`src/rtl/ldpc_backsub_pkg.sv`:
```
// Shared types and helpers for the LDPC parity back-substitution engine.
// Widths are derived from the default configuration; the top re-derives them from its own parameters.
package ldpc_backsub_pkg;

   localparam int unsigned LP_WIDTH     = 8;
   localparam int unsigned LP_MAX_WORDS = 1024;
   localparam int unsigned LP_NUM_CH    = 4;
   localparam int unsigned LP_CHAN_W    = (LP_NUM_CH > 1) ? $clog2(LP_NUM_CH) : 1;
   localparam int unsigned LP_CNT_W     = $clog2(LP_MAX_WORDS + 1);

   typedef logic [LP_CHAN_W-1:0] chan_t;
   typedef logic [LP_CNT_W-1:0]  cnt_t;

   typedef struct packed {
      cnt_t                cnt;
      cnt_t                len;
      logic [LP_WIDTH-1:0] acc;
   } ch_state_t;

   function automatic int unsigned chan_width(input int unsigned num_ch);
      return (num_ch > 1) ? $clog2(num_ch) : 1;
   endfunction

   // A requested length of zero or beyond the frame buffer means "full-size frame".
   function automatic int unsigned clamp_len(input int unsigned n, input int unsigned max_words);
      return ((n == 0) || (n > max_words)) ? max_words : n;
   endfunction

endpackage

```
`src/rtl/ldpc_parity_backsub_if.sv`:
```
// Stream interface of the back-substitution engine: syndrome input beat plus framing,
// parity output beat, and the synchronous abort.
interface ldpc_parity_backsub_if
   import ldpc_backsub_pkg::*;
#(
   parameter int unsigned WIDTH     = LP_WIDTH,
   parameter int unsigned MAX_WORDS = LP_MAX_WORDS,
   parameter int unsigned NUM_CH    = LP_NUM_CH
) ();

   localparam int unsigned CHAN_W = chan_width(NUM_CH);
   localparam int unsigned LEN_W  = $clog2(MAX_WORDS + 1);

   logic              i_clear;
   logic [WIDTH-1:0]  i_in_data;
   logic [CHAN_W-1:0] i_in_chan;
   logic [LEN_W-1:0]  i_num_words;
   logic [WIDTH-1:0]  i_seed;
   logic              i_seed_en;
   logic              i_in_valid;
   logic              o_in_ready;
   logic [WIDTH-1:0]  o_out_data;
   logic [CHAN_W-1:0] o_out_chan;
   logic              o_out_last;
   logic              o_out_valid;
   logic              i_out_ready;

   modport master (
      output i_clear, i_in_data, i_in_chan, i_num_words, i_seed, i_seed_en, i_in_valid,
      output i_out_ready,
      input  o_in_ready, o_out_data, o_out_chan, o_out_last, o_out_valid
   );

   modport slave (
      input  i_clear, i_in_data, i_in_chan, i_num_words, i_seed, i_seed_en, i_in_valid,
      input  i_out_ready,
      output o_in_ready, o_out_data, o_out_chan, o_out_last, o_out_valid
   );

endinterface

```
`src/rtl/ldpc_backsub_out_reg.sv`:
```
// One-entry valid/ready output register carrying {data, chan, last}.
// Accepted-but-discarded beats consume the input slot without being presented downstream.
module ldpc_backsub_out_reg #(
   parameter int unsigned WIDTH  = 8,
   parameter int unsigned CHAN_W = 2
) (
   input  logic              i_clock,
   input  logic              i_reset_n,
   input  logic              i_clear,
   input  logic              i_in_valid,
   input  logic              i_in_discard,
   input  logic [WIDTH-1:0]  i_in_data,
   input  logic [CHAN_W-1:0] i_in_chan,
   input  logic              i_in_last,
   output logic              o_in_ready,
   output logic [WIDTH-1:0]  o_out_data,
   output logic [CHAN_W-1:0] o_out_chan,
   output logic              o_out_last,
   output logic              o_out_valid,
   input  logic              i_out_ready
);

   logic              r_valid;
   logic [WIDTH-1:0]  r_data;
   logic [CHAN_W-1:0] r_chan;
   logic              r_last;
   logic              w_load;

   // Reset is folded in so upstream sees no acceptance while the block is held in reset.
   assign o_in_ready = i_reset_n && !i_clear && (!r_valid || i_out_ready);
   assign w_load     = i_in_valid && o_in_ready && !i_in_discard;

   always_ff @(posedge i_clock or negedge i_reset_n) begin
      if (!i_reset_n) begin
         r_valid <= 1'b0;
         r_data  <= '0;
         r_chan  <= '0;
         r_last  <= 1'b0;
      end else if (w_load) begin
         r_valid <= 1'b1;
         r_data  <= i_in_data;
         r_chan  <= i_in_chan;
         r_last  <= i_in_last;
      end else if (i_out_ready) begin
         r_valid <= 1'b0;
      end
   end

   assign o_out_valid = r_valid;
   assign o_out_data  = r_data;
   assign o_out_chan  = r_chan;
   assign o_out_last  = r_last;

endmodule

```
`src/rtl/ldpc_parity_backsub.sv`:
```
// Multi-channel dual-diagonal back-substitution: per-channel running XOR over a frame,
// emitting the prefix XOR of each accepted syndrome word one cycle later.
module ldpc_parity_backsub
   import ldpc_backsub_pkg::*;
#(
   parameter int unsigned WIDTH     = LP_WIDTH,
   parameter int unsigned MAX_WORDS = LP_MAX_WORDS,
   parameter int unsigned NUM_CH    = LP_NUM_CH
) (
   input  logic                  i_clock,
   input  logic                  i_reset_n,
   ldpc_parity_backsub_if.slave  bus
);

   localparam int unsigned CHAN_W = chan_width(NUM_CH);
   localparam int unsigned LEN_W  = $clog2(MAX_WORDS + 1);

   typedef struct packed {
      logic [LEN_W-1:0] cnt;
      logic [LEN_W-1:0] len;
      logic [WIDTH-1:0] acc;
   } state_t;

   logic [NUM_CH-1:0] w_hit;
   state_t            w_masked [NUM_CH];
   state_t            w_cur;
   state_t            w_upd;
   logic              w_in_ready;
   logic              w_accept;
   logic              w_chan_ok;
   logic              w_first;
   logic              w_last;
   logic [LEN_W-1:0]  w_eff_len;
   logic [WIDTH-1:0]  w_eff_acc;
   logic [WIDTH-1:0]  w_out_word;
   logic [WIDTH-1:0]  w_out_data;
   logic [CHAN_W-1:0] w_out_chan;
   logic              w_out_last;
   logic              w_out_valid;

   assign w_accept  = bus.i_in_valid && w_in_ready;
   assign w_chan_ok = |w_hit;

   // Channel state lives in flops so a beat sees the previous beat's update with no stall.
   generate
      for (genvar gi = 0; gi < NUM_CH; gi++) begin : g_ch
         state_t r_state;

         assign w_hit[gi]    = (32'(bus.i_in_chan) == gi);
         assign w_masked[gi] = w_hit[gi] ? r_state : '0;

         always_ff @(posedge i_clock or negedge i_reset_n) begin
            if (!i_reset_n) begin
               r_state <= '0;
            end else if (bus.i_clear) begin
               r_state <= '0;
            end else if (w_accept && w_hit[gi]) begin
               r_state <= w_upd;
            end
         end
      end
   endgenerate

   always_comb begin
      w_cur = '0;
      for (int c = 0; c < NUM_CH; c++) begin
         w_cur = w_cur | w_masked[c];
      end
   end

   // A zero count marks the first beat: framing comes from the inputs, not stored state.
   assign w_first    = (w_cur.cnt == '0);
   assign w_eff_len  = w_first ? LEN_W'(clamp_len(32'(bus.i_num_words), MAX_WORDS)) : w_cur.len;
   assign w_eff_acc  = w_first ? (bus.i_seed_en ? bus.i_seed : '0) : w_cur.acc;
   assign w_out_word = w_eff_acc ^ bus.i_in_data;
   assign w_last     = (w_cur.cnt == (w_eff_len - LEN_W'(1)));

   always_comb begin
      w_upd     = '0;
      w_upd.len = w_eff_len;
      if (!w_last) begin
         w_upd.cnt = w_cur.cnt + LEN_W'(1);
         w_upd.acc = w_out_word;
      end
   end

   ldpc_backsub_out_reg #(
      .WIDTH  (WIDTH),
      .CHAN_W (CHAN_W)
   ) u_out_reg (
      .i_clock      (i_clock),
      .i_reset_n    (i_reset_n),
      .i_clear      (bus.i_clear),
      .i_in_valid   (bus.i_in_valid),
      .i_in_discard (!w_chan_ok),
      .i_in_data    (w_out_word),
      .i_in_chan    (bus.i_in_chan),
      .i_in_last    (w_last),
      .o_in_ready   (w_in_ready),
      .o_out_data   (w_out_data),
      .o_out_chan   (w_out_chan),
      .o_out_last   (w_out_last),
      .o_out_valid  (w_out_valid),
      .i_out_ready  (bus.i_out_ready)
   );

   assign bus.o_in_ready  = w_in_ready;
   assign bus.o_out_data  = w_out_data;
   assign bus.o_out_chan  = w_out_chan;
   assign bus.o_out_last  = w_out_last;
   assign bus.o_out_valid = w_out_valid;

endmodule

```
`src/flat_wrapper.sv`:
```
// flat-port wrapper written by rule: the top's interface ports become plain ports
module ldpc_parity_backsub_flat import ldpc_backsub_pkg::*;
#(
   parameter int unsigned WIDTH     = LP_WIDTH,
   parameter int unsigned MAX_WORDS = LP_MAX_WORDS,
   parameter int unsigned NUM_CH    = LP_NUM_CH
)
  (i_clock, i_reset_n, bus_i_clear, bus_i_in_data, bus_i_in_chan, bus_i_num_words, bus_i_seed, bus_i_seed_en, bus_i_in_valid, bus_i_out_ready, bus_o_in_ready, bus_o_out_data, bus_o_out_chan, bus_o_out_last, bus_o_out_valid);
  ldpc_parity_backsub_if #(.WIDTH(WIDTH), .MAX_WORDS(MAX_WORDS), .NUM_CH(NUM_CH)) bus_i ();
  input  logic i_clock;
  input  logic i_reset_n;
  input wire logic [$bits(bus_i.i_clear)-1:0] bus_i_clear;
  input wire logic [$bits(bus_i.i_in_data)-1:0] bus_i_in_data;
  input wire logic [$bits(bus_i.i_in_chan)-1:0] bus_i_in_chan;
  input wire logic [$bits(bus_i.i_num_words)-1:0] bus_i_num_words;
  input wire logic [$bits(bus_i.i_seed)-1:0] bus_i_seed;
  input wire logic [$bits(bus_i.i_seed_en)-1:0] bus_i_seed_en;
  input wire logic [$bits(bus_i.i_in_valid)-1:0] bus_i_in_valid;
  input wire logic [$bits(bus_i.i_out_ready)-1:0] bus_i_out_ready;
  output wire logic [$bits(bus_i.o_in_ready)-1:0] bus_o_in_ready;
  output wire logic [$bits(bus_i.o_out_data)-1:0] bus_o_out_data;
  output wire logic [$bits(bus_i.o_out_chan)-1:0] bus_o_out_chan;
  output wire logic [$bits(bus_i.o_out_last)-1:0] bus_o_out_last;
  output wire logic [$bits(bus_i.o_out_valid)-1:0] bus_o_out_valid;
  assign bus_i.i_clear = bus_i_clear;
  assign bus_i.i_in_data = bus_i_in_data;
  assign bus_i.i_in_chan = bus_i_in_chan;
  assign bus_i.i_num_words = bus_i_num_words;
  assign bus_i.i_seed = bus_i_seed;
  assign bus_i.i_seed_en = bus_i_seed_en;
  assign bus_i.i_in_valid = bus_i_in_valid;
  assign bus_i.i_out_ready = bus_i_out_ready;
  assign bus_o_in_ready = bus_i.o_in_ready;
  assign bus_o_out_data = bus_i.o_out_data;
  assign bus_o_out_chan = bus_i.o_out_chan;
  assign bus_o_out_last = bus_i.o_out_last;
  assign bus_o_out_valid = bus_i.o_out_valid;
  ldpc_parity_backsub #(.WIDTH(WIDTH), .MAX_WORDS(MAX_WORDS), .NUM_CH(NUM_CH)) u_core (.i_clock(i_clock), .i_reset_n(i_reset_n), .bus(bus_i));
endmodule
```
`config.mk`:
```
export PLATFORM = sky130hd
export DESIGN_NAME = ldpc_parity_backsub_flat
export DESIGN_NICKNAME = d
export VERILOG_FILES = /design/src/rtl/ldpc_backsub_pkg.sv /design/src/rtl/ldpc_parity_backsub_if.sv /design/src/rtl/ldpc_backsub_out_reg.sv /design/src/rtl/ldpc_parity_backsub.sv /design/src/flat_wrapper.sv
export SDC_FILE = /design/constraint.sdc
export NUM_CORES = 1
export LEC_CHECK = 0
export CAP_MARGIN = 40
export CORE_MARGIN = 8
export CORE_UTILIZATION = 54
export CTS_CLUSTER_DIAMETER = 50
export CTS_CLUSTER_SIZE = 30
export DETAILED_ROUTE_END_ITERATION = 10
export PLACE_DENSITY = 0.8
export SYNTH_ARGS = -nofsm -noshare
export SYNTH_HDL_FRONTEND = slang
export SYNTH_SLANG_ARGS = --single-unit
export TNS_END_PERCENT = 50
```
`constraint.sdc`:
```
create_clock -name i_clock -period 6.2 [get_ports i_clock]
set_clock_uncertainty 0.1 [all_clocks]
set_input_delay 1.24 -clock i_clock [delete_from_list [all_inputs] [get_ports i_clock]]
set_output_delay 1.24 -clock i_clock [all_outputs]
set_load 0.01 [all_outputs]
```
### After elaboration in Yosys (flattened, before gate mapping)

Cells that the tools add are included.

| word-level totals | value |
|---|---|
| register bits after elaboration | 132 |
| latch bits | 0 |
| memory bits (writable) | 0 |
| bits in read-only memories | 0 |
| output and inout bits | 13 |
| word-level logic and storage cells | 68 |
| memories | 0 |

| cells by class | value |
|---|---|
| add/sub/neg operators | 2 |
| multipliers | 0 |
| div/mod/pow operators | 0 |
| magnitude comparators | 1 |
| equality and inequality tests | 4 |
| shift operators | 0 |
| muxes and demuxes | 20 |
| bitwise operators | 4 |
| reductions and logical operators | 21 |

Operators with widths:

| cell | count |
|---|---|
| 2-to-1 mux 30 bit | 12 |
| bitwise OR 30 bit | 3 |
| 2-to-1 mux 11 bit | 3 |
| 2-to-1 mux 8 bit | 3 |
| logical NOT 11 bit | 2 |
| adder 11 x 1 -> 11 bit, second input constant | 1 |
| == test 11 bit | 1 |
| greater-than comparator 11 bit, second input constant | 1 |
| subtractor 11 x 1 -> 11 bit, second input constant | 1 |
| nonzero test 2 bit | 5 |
| logical AND 1 bit | 8 |
| bitwise XOR 8 bit | 1 |
| == test 2 bit, second input constant | 2 |
| OR reduction 4 bit | 1 |
| == test 2 x 1 -> 1 bit, second input constant | 1 |
| logical NOT 1 bit | 2 |
| logical NOT 2 bit | 1 |
| logical OR 1 bit | 2 |
| 2-to-1 mux 1 bit | 2 |

### Depth between registers and ports, before layout

Gate-level depths: netlist (run 1).

| logic depth | value |
|---|---|
| depth after elaboration | 12 |
| mapped depth | 27 |

### Modules after synthesis

From an unflattened synthesis (run 1), not the netlist that was laid out.

| second synthesis, totals | value |
|---|---|
| cell total of the unflattened synthesis | 739 |
| area total of the unflattened synthesis | 7788.7 um^2 |

Modules (own cells, without submodules):

| module | times used | cells an instance | area each (um^2) |
|---|---|---|---|
| ldpc_parity_backsub | 1 | 710 | 7258.2 |
| ldpc_backsub_out_reg | 1 | 29 | 530.5 |

### Worst setup path before layout (run 1)

No wires, ideal clock.

| timing | value |
|---|---|
| path type | input to register |
| start point | input bus_i_in_chan[0] |
| end point | register u_core.g_ch[0].r_state[0] (netlist name) |
| library setup time | 122 ps |
| arrival | 6666 ps |
| slack | -687 ps |
| stages on the path | 26 |
| path buffers | 10 |
| cell sequence | buf_6 > buf_2 > buf_2 > mux4_2 > inv_1 > ha_1 > nand2_1 > o22ai_1 > and4b_1 > buf_4 > nand2_4 > buf_1 > clkbuf_1 > a21oi_1 > ha_1 > clkbuf_1 > nand2b_1 > nor3_1 > mux2i_1 > a311o_1 > mux2i_1 > or4_1 > clkbuf_1 > buf_6 > buf_6 > a32o_1 |

| between the ends | value |
|---|---|
| cells in the longest elaborated chain, start to end | 12 |
| elaborated cells between the ends (all ways) | 22 |
| those cells by class | 1 x add/sub; 4 x eq/ne; 9 x mux; 4 x bitwise; 4 x reduce/logical |

RTL lines:

| element | line | RTL |
|---|---|---|
| start, declared | flat_wrapper.sv:14 | `input wire logic [$bits(bus_i.i_in_chan)-1:0] bus_i_in_chan;` |
| == test 2 x 1 -> 1 bit or logical NOT 2 bit (tied branches) | ldpc_parity_backsub.sv:49 | `assign w_hit[gi] = (32'(bus.i_in_chan) == gi);` |
| 2-to-1 mux 30 bit | ldpc_parity_backsub.sv:50 | `assign w_masked[gi] = w_hit[gi] ? r_state : '0;` |
| bitwise OR 30 bit (3 in a row) | ldpc_parity_backsub.sv:67 | `w_cur = w_cur \| w_masked[c];` |
| logical NOT 11 bit | ldpc_parity_backsub.sv:72 | `assign w_first = (w_cur.cnt == '0);` |
| 2-to-1 mux 11 bit | ldpc_parity_backsub.sv:73 | `assign w_eff_len = w_first ? LEN_W'(clamp_len(32'(bus.i_num_words), MAX_WORDS)) : w_cur.len;` |
| subtractor 11 x 1 -> 11 bit | ldpc_parity_backsub.sv:76 | `assign w_last = (w_cur.cnt == (w_eff_len - LEN_W'(1)));` |
| == test 11 bit | ldpc_parity_backsub.sv:76 |  |
| 2-to-1 mux 8 bit | ldpc_parity_backsub.sv:81 | `if (!w_last) begin` |
| 2-to-1 mux 30 bit | ldpc_parity_backsub.sv:57 | `end else if (w_accept && w_hit[gi]) begin` |
| 2-to-1 mux 30 bit | ldpc_parity_backsub.sv:55 | `end else if (bus.i_clear) begin` |
| end signal, assigned | ldpc_parity_backsub.sv:58 | `r_state <= w_upd;` |
| end, declared | ldpc_parity_backsub.sv:47 | `state_t r_state;` |

Parallel ways exist; a longest one is shown, timed or not. The select of a mux whose other input is x is not followed.
A chain may end at the register's enable or synchronous reset.

### Worst setup path after layout (run 1)

| timing | value |
|---|---|
| start point | input bus_i_in_chan[0] |
| end point | register u_core.g_ch[1].r_state[1] (netlist name) |

| between the ends | value |
|---|---|
| cells in the longest elaborated chain, start to end | 12 |
| elaborated cells between the ends (all ways) | 22 |
| those cells by class | 1 x add/sub; 4 x eq/ne; 9 x mux; 4 x bitwise; 4 x reduce/logical |

RTL lines:

| element | line |
|---|---|
| == test 2 x 1 -> 1 bit or logical NOT 2 bit (tied branches) | ldpc_parity_backsub.sv:49 |
| 2-to-1 mux 30 bit | ldpc_parity_backsub.sv:50 |
| bitwise OR 30 bit (3 in a row) | ldpc_parity_backsub.sv:67 |
| logical NOT 11 bit | ldpc_parity_backsub.sv:72 |
| 2-to-1 mux 11 bit | ldpc_parity_backsub.sv:73 |
| subtractor 11 x 1 -> 11 bit | ldpc_parity_backsub.sv:76 |
| == test 11 bit | ldpc_parity_backsub.sv:76 |
| 2-to-1 mux 8 bit | ldpc_parity_backsub.sv:81 |
| 2-to-1 mux 30 bit | ldpc_parity_backsub.sv:57 |
| 2-to-1 mux 30 bit | ldpc_parity_backsub.sv:55 |
| end signal, assigned | ldpc_parity_backsub.sv:58 |
| end, declared | ldpc_parity_backsub.sv:47 |

Parallel ways exist; a longest one is shown, timed or not. The select of a mux whose other input is x is not followed.

==> reports/qor.csv, run 1 <==
metric;value;unit
Synth Cell Area;6960;sq um
Top Ports;48;
post-synthesis register bit count;132;
Die Wd;130;um
ys flop type;dfrtp_1;
HP Class;reg2reg;
instance area at placement;7640;sq um
critical path fanouts, max;77;
Worst setup SP type;primary input;
R2R cell count;17;
cts hold-fix bufs;0;
Synth Area per Inst;11.6;sq um
post-route DRC violation count;0;
Avg WL per Cell;22.2;um
CORE AREA;12600;sq um
starting DRC count in detailed routing;604;
Starting Density;55.2;%
RSZ-0062 raised after global routing;false;
CP max stage delay;680;ps
# diodes;0;
CTS Root Cell;clkbuf_16;
met2 WL;9330;um
syn nets;637;
number of vias per cell;6.65;
via count;5473;
Worst-Skew Late Latency;420;ps
top cells by count, synth;dfrtp_1 (132), a32o_1 (72), nor2_1 (68);
Synth area leader;dfrtp_1;
crit path kind;in2reg;
worst-path cell chain;buf_2 -> mux4_2 -> inv_1 -> ha_1 -> nand2_1 -> o22ai_2 -> nand4b_4 -> nor2_4 -> mux2i_1 -> ha_1 -> nand2b_1 -> nor3_2 -> mux2i_1 -> a311o_1 -> mux2i_1 -> or4_2 -> buf_4 -> a32o_1;
Final setup viols;0;
Post-CTS Resized;0;
Critical Path AT;5960;ps
clock-pin slew on the worst setup and hold paths;60;ps
cells after synthesis;599;
All-Layer GR Usage;23.2;%
Crit path depth;18;
post-synth top area share;47.5;%
maximum vdd drop;175;uV
Ys Warns;0;
Req. time, crit path;6410;ps
nets@finish;676;
most frequent cell after synthesis;dfrtp_1;
Seq/Total Area, Yosys;47.5;%
Post-CTS Setup Bufs;0;
final wirelength;18300;um
Worst Hold Depth;2;
layout cells sized above 1;17.7;%
PwrDens;271;nW/um^2
met3 WL post-DR;1080;um
top sig layer;met4;
Buf/Inv on CP;3;
Pre-antenna DRT Iters;5;
Area Overhead vs Synth;18.9;%
H-tree Lvls;4;
Final Slew Violations;0;
Die Footprint;16800;sq um
largest net degree at the start of global routing;78;
Fmax;0.174;GHz
Core Rows;41;
outcome;finished, final reports clean;
Hold Fails Final Rpt;0;
largest cells by area after synthesis;dfrtp_1 (47%), a32o_1 (10%), mux4_2 (9.4%), a211oi_1 (4.9%), nor2_1 (3.7%);
Tightest Pin Transition;797;ps
fraction of registers with async set or reset after synthesis;100;%
period utilization;92.8;%
distinct cell type count after synthesis;56;
setup TNS;0;ps
slowest cell on the critical path;or4_2;
total gr overflow;0;
placer congestion estimate;0.906;
M1 WL;7540;um
cts bufs inserted;17;
Post-DP HPWL;11800;um
most frequent CP cell;mux2i_1;
first-pass GRT wire length;30300;um
EDFF count, synth;0;
Critical Path End Type;flop;
Top Family by Delay on Critical Path;simple AND/OR/NAND/NOR gates;
initial antenna violation count;0;
minimum clock period;5760;ps
leakage;3.40;nW
input/output buffers;47;
Max Cap Viol;0;
fillcell total;973;
vias in the first global route;5933;
Detail Route Antenna Nets;0;
max_slew headroom;46.9;%
Clock Sink Count;132;
TritonCTS clock tree;built;
clock buffer depth;2;
Final Instance Area;8280;sq um
die height;130;um
[cell families (layout without fill, tap and decap cells)]
group | Yosys count | count (layout) | share of synthesized area (%)
flops | 132 | 132 | 47.5
mux | 49 | 49 | 12.5
compound gates | 165 | 165 | 19.9
xor+xnor | 25 | 25 | 3.15
fa+ha+maj | 3 | 3 | 0.539
simple gates | 162 | 162 | 12.3
buf+inv | 63 | 115 | 4.19
[layout make-up]
cell class	count	area [sq um]	share of cell area [%]
Multi-Input combinational cell	404	3400	41.1
Clock inverter	11	174	2.10
Clock buffer	21	460	5.56
Sequential cell	132	3300	39.9
Inverter	8	30.0	0.363
Timing Repair Buffer	75	696	8.40
Tap cell	172	215	2.60
[registers in the layout (all words and copies together) (netlist names)]
signal / count
u_core.u_out_reg.o_out_data: 8
u_core.u_out_reg.o_out_last: 1
u_core.g_ch.r_state: 120
u_core.u_out_reg.o_out_chan: 2
u_core.u_out_reg.o_out_valid: 1
[per-stage QoR]
| step | utilization, % | setup slack, ps | power, mW | hold WS (ps) | instances |
|---|---|---|---|---|---|
| 6_report | 65.6 | 444 | 2.24 | 380 | 823 |
| 5_1_grt | 65.6 | 247 | 2.32 | 394 | 823 |
| 4_1_cts | 65.6 | 560 | 2.26 | 386 | 823 |
| 3_5_place_dp | 60.6 | 118 | 1.19 | 369 | 791 |
| 3_3_place_gp | 60.2 | 341 | 1.17 | 368 | 789 |
| 2_1_floorplan | - | 22.2 | 1.06 | 359 | 599 |
[per-layer routing]
layer,GRT usage [%],vias up
met1,27.5,2790
met2,39.4,232
met4,9.97,0
met5,0,-
li1,-,2414
met3,5.92,37
[power breakdown]
group	total [mW]	internal, mW	switching [mW]	leakage [nW]
clock network	1.07	0.696	0.373	0.312
logic	0.269	0.123	0.146	1.28
registers	0.905	0.890	0.0153	1.81
total	2.24	1.71	0.534	3.40
[final timing paths]
check	start	slack (ps)	to
setup reg to reg	u_core.g_ch[3].r_state[19]	1190	u_core.g_ch[1].r_state[1]
min in group asynchronous	i_reset_n	730	u_core.g_ch[0].r_state[2]
hold / removal	u_core.u_out_reg.o_out_chan[0]	380	u_core.u_out_reg.o_out_chan[0]
setup / recovery	bus_i_in_chan[0]	440	u_core.g_ch[1].r_state[1]
max in group asynchronous	i_reset_n	4280	u_core.g_ch[3].r_state[2]
hold reg to reg	u_core.u_out_reg.o_out_chan[0]	380	u_core.u_out_reg.o_out_chan[0]
[cell usage in the layout (no fill, tap or decap), types with 5 or more instances in the layout]
| cell type | count |
|---|---|
| nand2b_1 | 7 |
| a32o_1 | 72 |
| nor3b_1 | 9 |
| clkbuf_16 | 17 |
| nor4_1 | 6 |
| mux2i_1 | 8 |
| buf_4 | 27 |
| mux2_2 | 9 |
| dfrtp_1 | 132 |
| and2_1 | 5 |
| a211oi_1 | 45 |
| xnor2_1 | 18 |
| clkdlybuf4s50_1 | 43 |
| nor2_1 | 66 |
| nor3_1 | 8 |
| and3_1 | 10 |
| xor2_1 | 7 |
| nand2_1 | 17 |
| inv_1 | 7 |
| nand3_1 | 5 |
| nor2b_1 | 5 |
| a21oi_1 | 22 |
| mux4_2 | 29 |
[tightest hold or removal path, delay by kind of cell (launching register included)]
family / cells / cell delay [ps]
simple gates: 2 / 110
flops: 1 / 340
Note: power is estimated with default switching activity, not from simulation.
==> run 2: changes to the inputs <==
Settings changed: CELL_PAD_IN_SITES_DETAIL_PLACEMENT from default to 0, CELL_PAD_IN_SITES_GLOBAL_PLACEMENT from default to 1, CORE_UTILIZATION 54 to 45, PLACE_DENSITY 0.8 to 0.82.
==> run 2 against run 1 <==
  * Final area shrank 0.59%
  * Routed wire length grew 1.2%
  * Sequential cell count is the same
  * Maximum frequency increased by 3.0%
  * Sequential share of layout area rose by 0.24 points
  * Total power down 4.1%
  * Die area up 17%
  * Worst setup slack improved by 170 ps
  * Combinational power is essentially flat
  * Core utilization down 11 points
  * Clock-buffer cell count decreased by 1
  * Largest cell class unchanged
==> reports/qor.csv, run 2 (synthesis gave the netlist of run 1 again) <==
metric;value;unit
outcome;finished, final reports clean;
TritonCTS clock tree;built;
Critical Path End Type;flop;
Pre-antenna DRT Iters;5;
minimum clock period;5590;ps
clock-pin slew on the worst setup and hold paths;60;ps
Tightest Pin Transition;786;ps
Core Rows;45;
worst setup margin;610;ps
Req. time, crit path;6410;ps
max_slew headroom;47.6;%
Die Wd;140;um
Starting Density;46.0;%
cts hold-fix bufs;0;
Clock Sink Count;132;
total gr overflow;0;
nets@finish;674;
Post-DP HPWL;12000;um
Final setup viols;0;
All-Layer GR Usage;19.7;%
die height;140;um
leakage;3.36;nW
Die Footprint;19700;sq um
starting DRC count in detailed routing;403;
maximum vdd drop;198;uV
critical path fanouts, max;77;
Worst setup SP type;primary input;
Top reg by flops;u_core.g_ch.r_state;
vias in the first global route;5806;
Top Ports;48;
HP Class;reg2reg;
instance area at placement;7650;sq um
Area Overhead vs Synth;18.2;%
RSZ-0062 raised after global routing;false;
most frequent CP cell;buf_4;
DP Worst Slack;168;ps
Detail Route Antenna Nets;0;
number of vias per cell;6.41;
period utilization;90.2;%
fillcell total;1311;
Avg WL per Cell;22.1;um
PwrDens;262;nW/um^2
Hold Slack;388;ps
# diodes;0;
Worst-Skew Late Latency;420;ps
Post-CTS Setup Bufs;0;
CP max stage delay;650;ps
Fmax;0.179;GHz
Critical Path AT;5800;ps
most frequent cells in the layout;dfrtp_1 (132), a32o_1 (72), nor2_1 (64);
Worst Hold Depth;2;
first-pass GRT wire length;30900;um
Final Util;54.3;%
CORE AREA;15100;sq um
R2R cell count;18;
largest net degree at the start of global routing;78;
setup TNS;0;ps
CTS Root Cell;clkbuf_16;
Post-CTS Resized;0;
max reg flops;120;
final wirelength;18500;um
Max Cap Viol;0;
layout cells sized above 1;17.7;%
initial antenna violation count;0;
worst-path cell chain;buf_2 -> buf_4 -> mux4_2 -> nor4_4 -> and4b_1 -> nand2_4 -> a21oi_4 -> ha_1 -> nand2b_1 -> nor4_1 -> o21ai_0 -> mux2i_1 -> xor2_1 -> nand4_1 -> or4_2 -> buf_4 -> a32o_1;
clock buffer depth;2;
cts bufs inserted;17;
Final Slew Violations;0;
input/output buffers;47;
placer congestion estimate;0.875;
crit path kind;in2reg;
slowest cell on the critical path;or4_2;
via count;5369;
Hold Fails Final Rpt;0;
most common cell after layout, fill and taps aside;dfrtp_1;
Final Instance Area;8230;sq um
H-tree Lvls;4;
post-route DRC violation count;0;
## run 2: cell count changes in the layout (fill, tap and decap cells not counted), moves of 2 or more
cell        before  now
clkinv_4         4    2
nor2_1          66   64
bufinv_16        4    2
clkinvlp_4       0    2
nor2_2           2    4
buf_4           27   24
clkinv_2         2    4
## run 2: area by class of cell
| type | instances | area [sq um] | area share, % |
|---|---|---|---|
| inverters | 8 | 30.0 | 0.365 |
| clock inverters | 12 | 130 | 1.58 |
| well taps | 188 | 235 | 2.86 |
| flip-flops and latches | 132 | 3300 | 40.1 |
| clock buffers | 20 | 447 | 5.43 |
| multi-input cells | 404 | 3400 | 41.4 |
| repair buffers | 73 | 679 | 8.26 |
## run 2: stage by stage
step,cells,power [mW]
finish,837,2.15
global route,837,2.23
CTS,837,2.17
detailed placement,805,1.19
global placement,802,1.18
floorplan,599,1.06
## run 2: power by group
group / leakage, nW / switching [mW] / total [mW] / internal, mW
combinational: 1.27 / 0.146 / 0.269 / 0.123
clock: 0.281 / 0.377 / 0.979 / 0.602
sequential: 1.81 / 0.0144 / 0.904 / 0.890
## run 2: worst paths after layout
path | from | to | slack [ps]
max in group asynchronous | i_reset_n | u_core.g_ch[3].r_state[26] | 3900
hold / removal | u_core.u_out_reg.o_out_chan[0] | u_core.u_out_reg.o_out_chan[0] | 390
setup / recovery | bus_i_in_chan[0] | u_core.g_ch[1].r_state[1] | 610
setup reg to reg | u_core.g_ch[3].r_state[19] | u_core.g_ch[1].r_state[1] | 1390
min in group asynchronous | i_reset_n | u_core.u_out_reg.o_out_valid | 750
hold reg to reg | u_core.u_out_reg.o_out_chan[0] | u_core.u_out_reg.o_out_chan[0] | 390
## run 2: critical path: cells and delay by family
family	cells	cell delay, ps
buffers and inverters	3	910
multiplexers	2	830
AO/OA/AOI/OAI	3	710
XOR/XNOR	1	170
adder cells (fa/ha/maj)	1	210
AND/OR/NAND/NOR	7	1660
## run 2: per-layer routing
metal  global-route usage, %  vias up  share of wire, %
li1                        -     2411                 -
met1                    24.7     2741                43
met2                    31.9      185                48
met3                    5.13       32               6.5
met4                    8.17        0               2.0
met5                       0        -                 0
==> run 3: changes to the inputs <==
==> constraint.sdc (replaced) <==
create_clock -name i_clock -period 6.2 [get_ports i_clock]
set_clock_uncertainty 0.1 [all_clocks]
set_input_delay 0.62 -clock i_clock [delete_from_list [all_inputs] [get_ports i_clock]]
set_output_delay 0.62 -clock i_clock [all_outputs]
set_load 0.01 [all_outputs]
==> run 3 against run 2 <==
  * Core utilization is 0.50 points higher
  * Worst hold slack worse by 350 ps
  * Total power is 7.1% higher
  * Via count is 0.61% higher
  * First-iteration DRC count is 18% lower
  * Sequential cell count stayed put
  * Final area is 0.93% higher
  * Worst setup slack worse by 58 ps
  * Clock power is 16% higher
  * Largest cell class unchanged
==> reports/qor.csv, run 3 (synthesis gave the netlist of run 1 again) <==
metric;value;unit
critical path fanouts, max;77;
Final setup viols;0;
r2r startpoint;u_core.g_ch[3].r_state[19];
R2R setup slack;800;ps
Detail Route Antenna Nets;0;
CORE AREA;15100;sq um
placer congestion estimate;0.834;
GRT busiest layer;met2;
Core Rows;45;
Avg WL per Cell;21.7;um
most common cell after layout, fill and taps aside;dfrtp_1;
leakage;3.39;nW
Post-CTS Resized;0;
GRT met1 Usage;24.6;%
starting DRC count in detailed routing;329;
period utilization;91.1;%
Pre-antenna DRT Iters;5;
Area Overhead vs Synth;19.3;%
GR Util met2;31.3;%
crit path to;u_core.g_ch[1].r_state[0];
maximum vdd drop;188;uV
Clock Sink Count;132;
cts bufs inserted;17;
total gr overflow;0;
number of vias per cell;6.47;
Die Footprint;19700;sq um
layout cells sized above 1;17.0;%
minimum clock period;5650;ps
Critical Path AT;5860;ps
# diodes;0;
TritonCTS clock tree;built;
setup TNS;0;ps
vias in the first global route;5685;
clock-pin slew on the worst setup and hold paths;60;ps
outcome;finished, final reports clean;
final wirelength;18100;um
crit path kind;in2reg;
Hold Fails Final Rpt;0;
Starting Density;46.0;%
Worst-Skew Late Latency;420;ps
Max Cap Viol;0;
PwrDens;278;nW/um^2
Post-CTS Setup Bufs;0;
Critical Path End Type;flop;
R2R cell count;18;
Post-DP HPWL;11500;um
clock network power share;49.2;%
cts hold-fix bufs;0;
Critical Path Start;bus_i_in_chan[1];
first-pass GRT wire length;30100;um
clock buffer depth;2;
Final Util;54.8;%
Fmax;0.177;GHz
FF-to-FF End;u_core.g_ch[1].r_state[0];
Switching Share;23.4;%
RSZ-0062 raised after global routing;false;
Int Power;1.77;mW
nets@finish;673;
NetSw;0.539;mW
Die Wd;140;um
Top Ports;48;
most frequent cells in the layout;dfrtp_1 (132), a32o_1 (72), nor2_1 (64);
max reg flops;120;
Reg power frac;39.2;%
Req. time, crit path;6410;ps
post-route DRC violation count;0;
die height;140;um
Final Slew Violations;0;
Top reg by flops;u_core.g_ch.r_state;
input/output buffers;47;
initial antenna violation count;0;
max_slew headroom;47.4;%
HP Class;in2async;
All-Layer GR Usage;19.2;%
via count;5402;
met3 usage;4.93;%
Tightest Pin Transition;788;ps
Worst setup SP type;primary input;
H-tree Lvls;4;
fillcell total;1299;
largest net degree at the start of global routing;78;
CTS Root Cell;clkbuf_16;
combinational share of power;11.6;%
-- run 3: changes by cell type in the layout (fill, tap and decap cells not counted) --
cell,previous run,this run
buf_2,3,2
clkdlybuf4s50_1,43,44
a21oi_4,2,1
buf_12,0,1
clkinvlp_4,2,1
buf_4,24,22
bufinv_16,2,6
clkbuf_8,1,0
clkinv_2,4,1
o22ai_2,1,0
a21oi_1,22,23
o22ai_1,0,1
-- run 3: worst min-delay path by stage --
stage,cells past startpoint,to
finish,1,u_core.u_out_reg.o_out_valid
detailed placement,2,u_core.u_out_reg.o_out_chan[1]
global placement,1,u_core.g_ch[1].r_state[23]
CTS,1,u_core.u_out_reg.o_out_valid
floorplan,0,u_core.g_ch[0].r_state[0]
global route,1,u_core.u_out_reg.o_out_valid
-- run 3: layer usage --
metal,routed length [um],vias to the layer above
li1,-,2406
met1,7880,2792
met2,8910,182
met3,1100,22
met4,223,0
met5,0,-
-- run 3: per-stage QoR --
step           instances  setup WS [ps]  total power, mW  hold WS [ps]  cell area, sq um
2_1_floorplan        599           19.5             1.06           224              6970
3_3_place_gp         800            347             1.17           368              7570
3_5_place_dp         804            188             1.19           364              7640
4_1_cts              835            602             2.33          47.9              8310
5_1_grt              835            243             2.39          57.7              8310
6_report             835            552             2.31          39.3              8310
-- run 3: final cells by class --
class | instances | area (sq um) | share of cell area, %
Multi-Input combinational cell | 404 | 3390 | 40.8
Sequential cell | 132 | 3300 | 39.8
Timing Repair Buffer | 72 | 689 | 8.30
Clock inverter | 12 | 228 | 2.74
Tap cell | 188 | 235 | 2.83
Inverter | 8 | 30.0 | 0.362
Clock buffer | 19 | 433 | 5.21
-- run 3: power by group through the flow --
stage                     combinational [mW]  clock [mW]  sequential, mW
after detailed placement               0.268           0           0.919
after global placement                 0.257           0           0.918
after global routing                   0.291        1.19           0.907
after CTS                              0.270        1.15           0.904
after floorplan                        0.135           0           0.925
final                                  0.267        1.14           0.904
-- run 3: critical path, stage by stage --
cell and delay [ps]:
clkdlybuf4s50_1 560, mux4_2 390, inv_1 130, ha_1 240, nand2_1 70, o22ai_1 320, and4b_1 450, nand2_4 70
a21oi_1 200, ha_1 370, nand2b_1 150, nor4_1 180, o21ai_0 150, mux2i_1 210, xor2_1 160, nand4_1 110
or4_2 660, buf_4 370, a32o_1 370
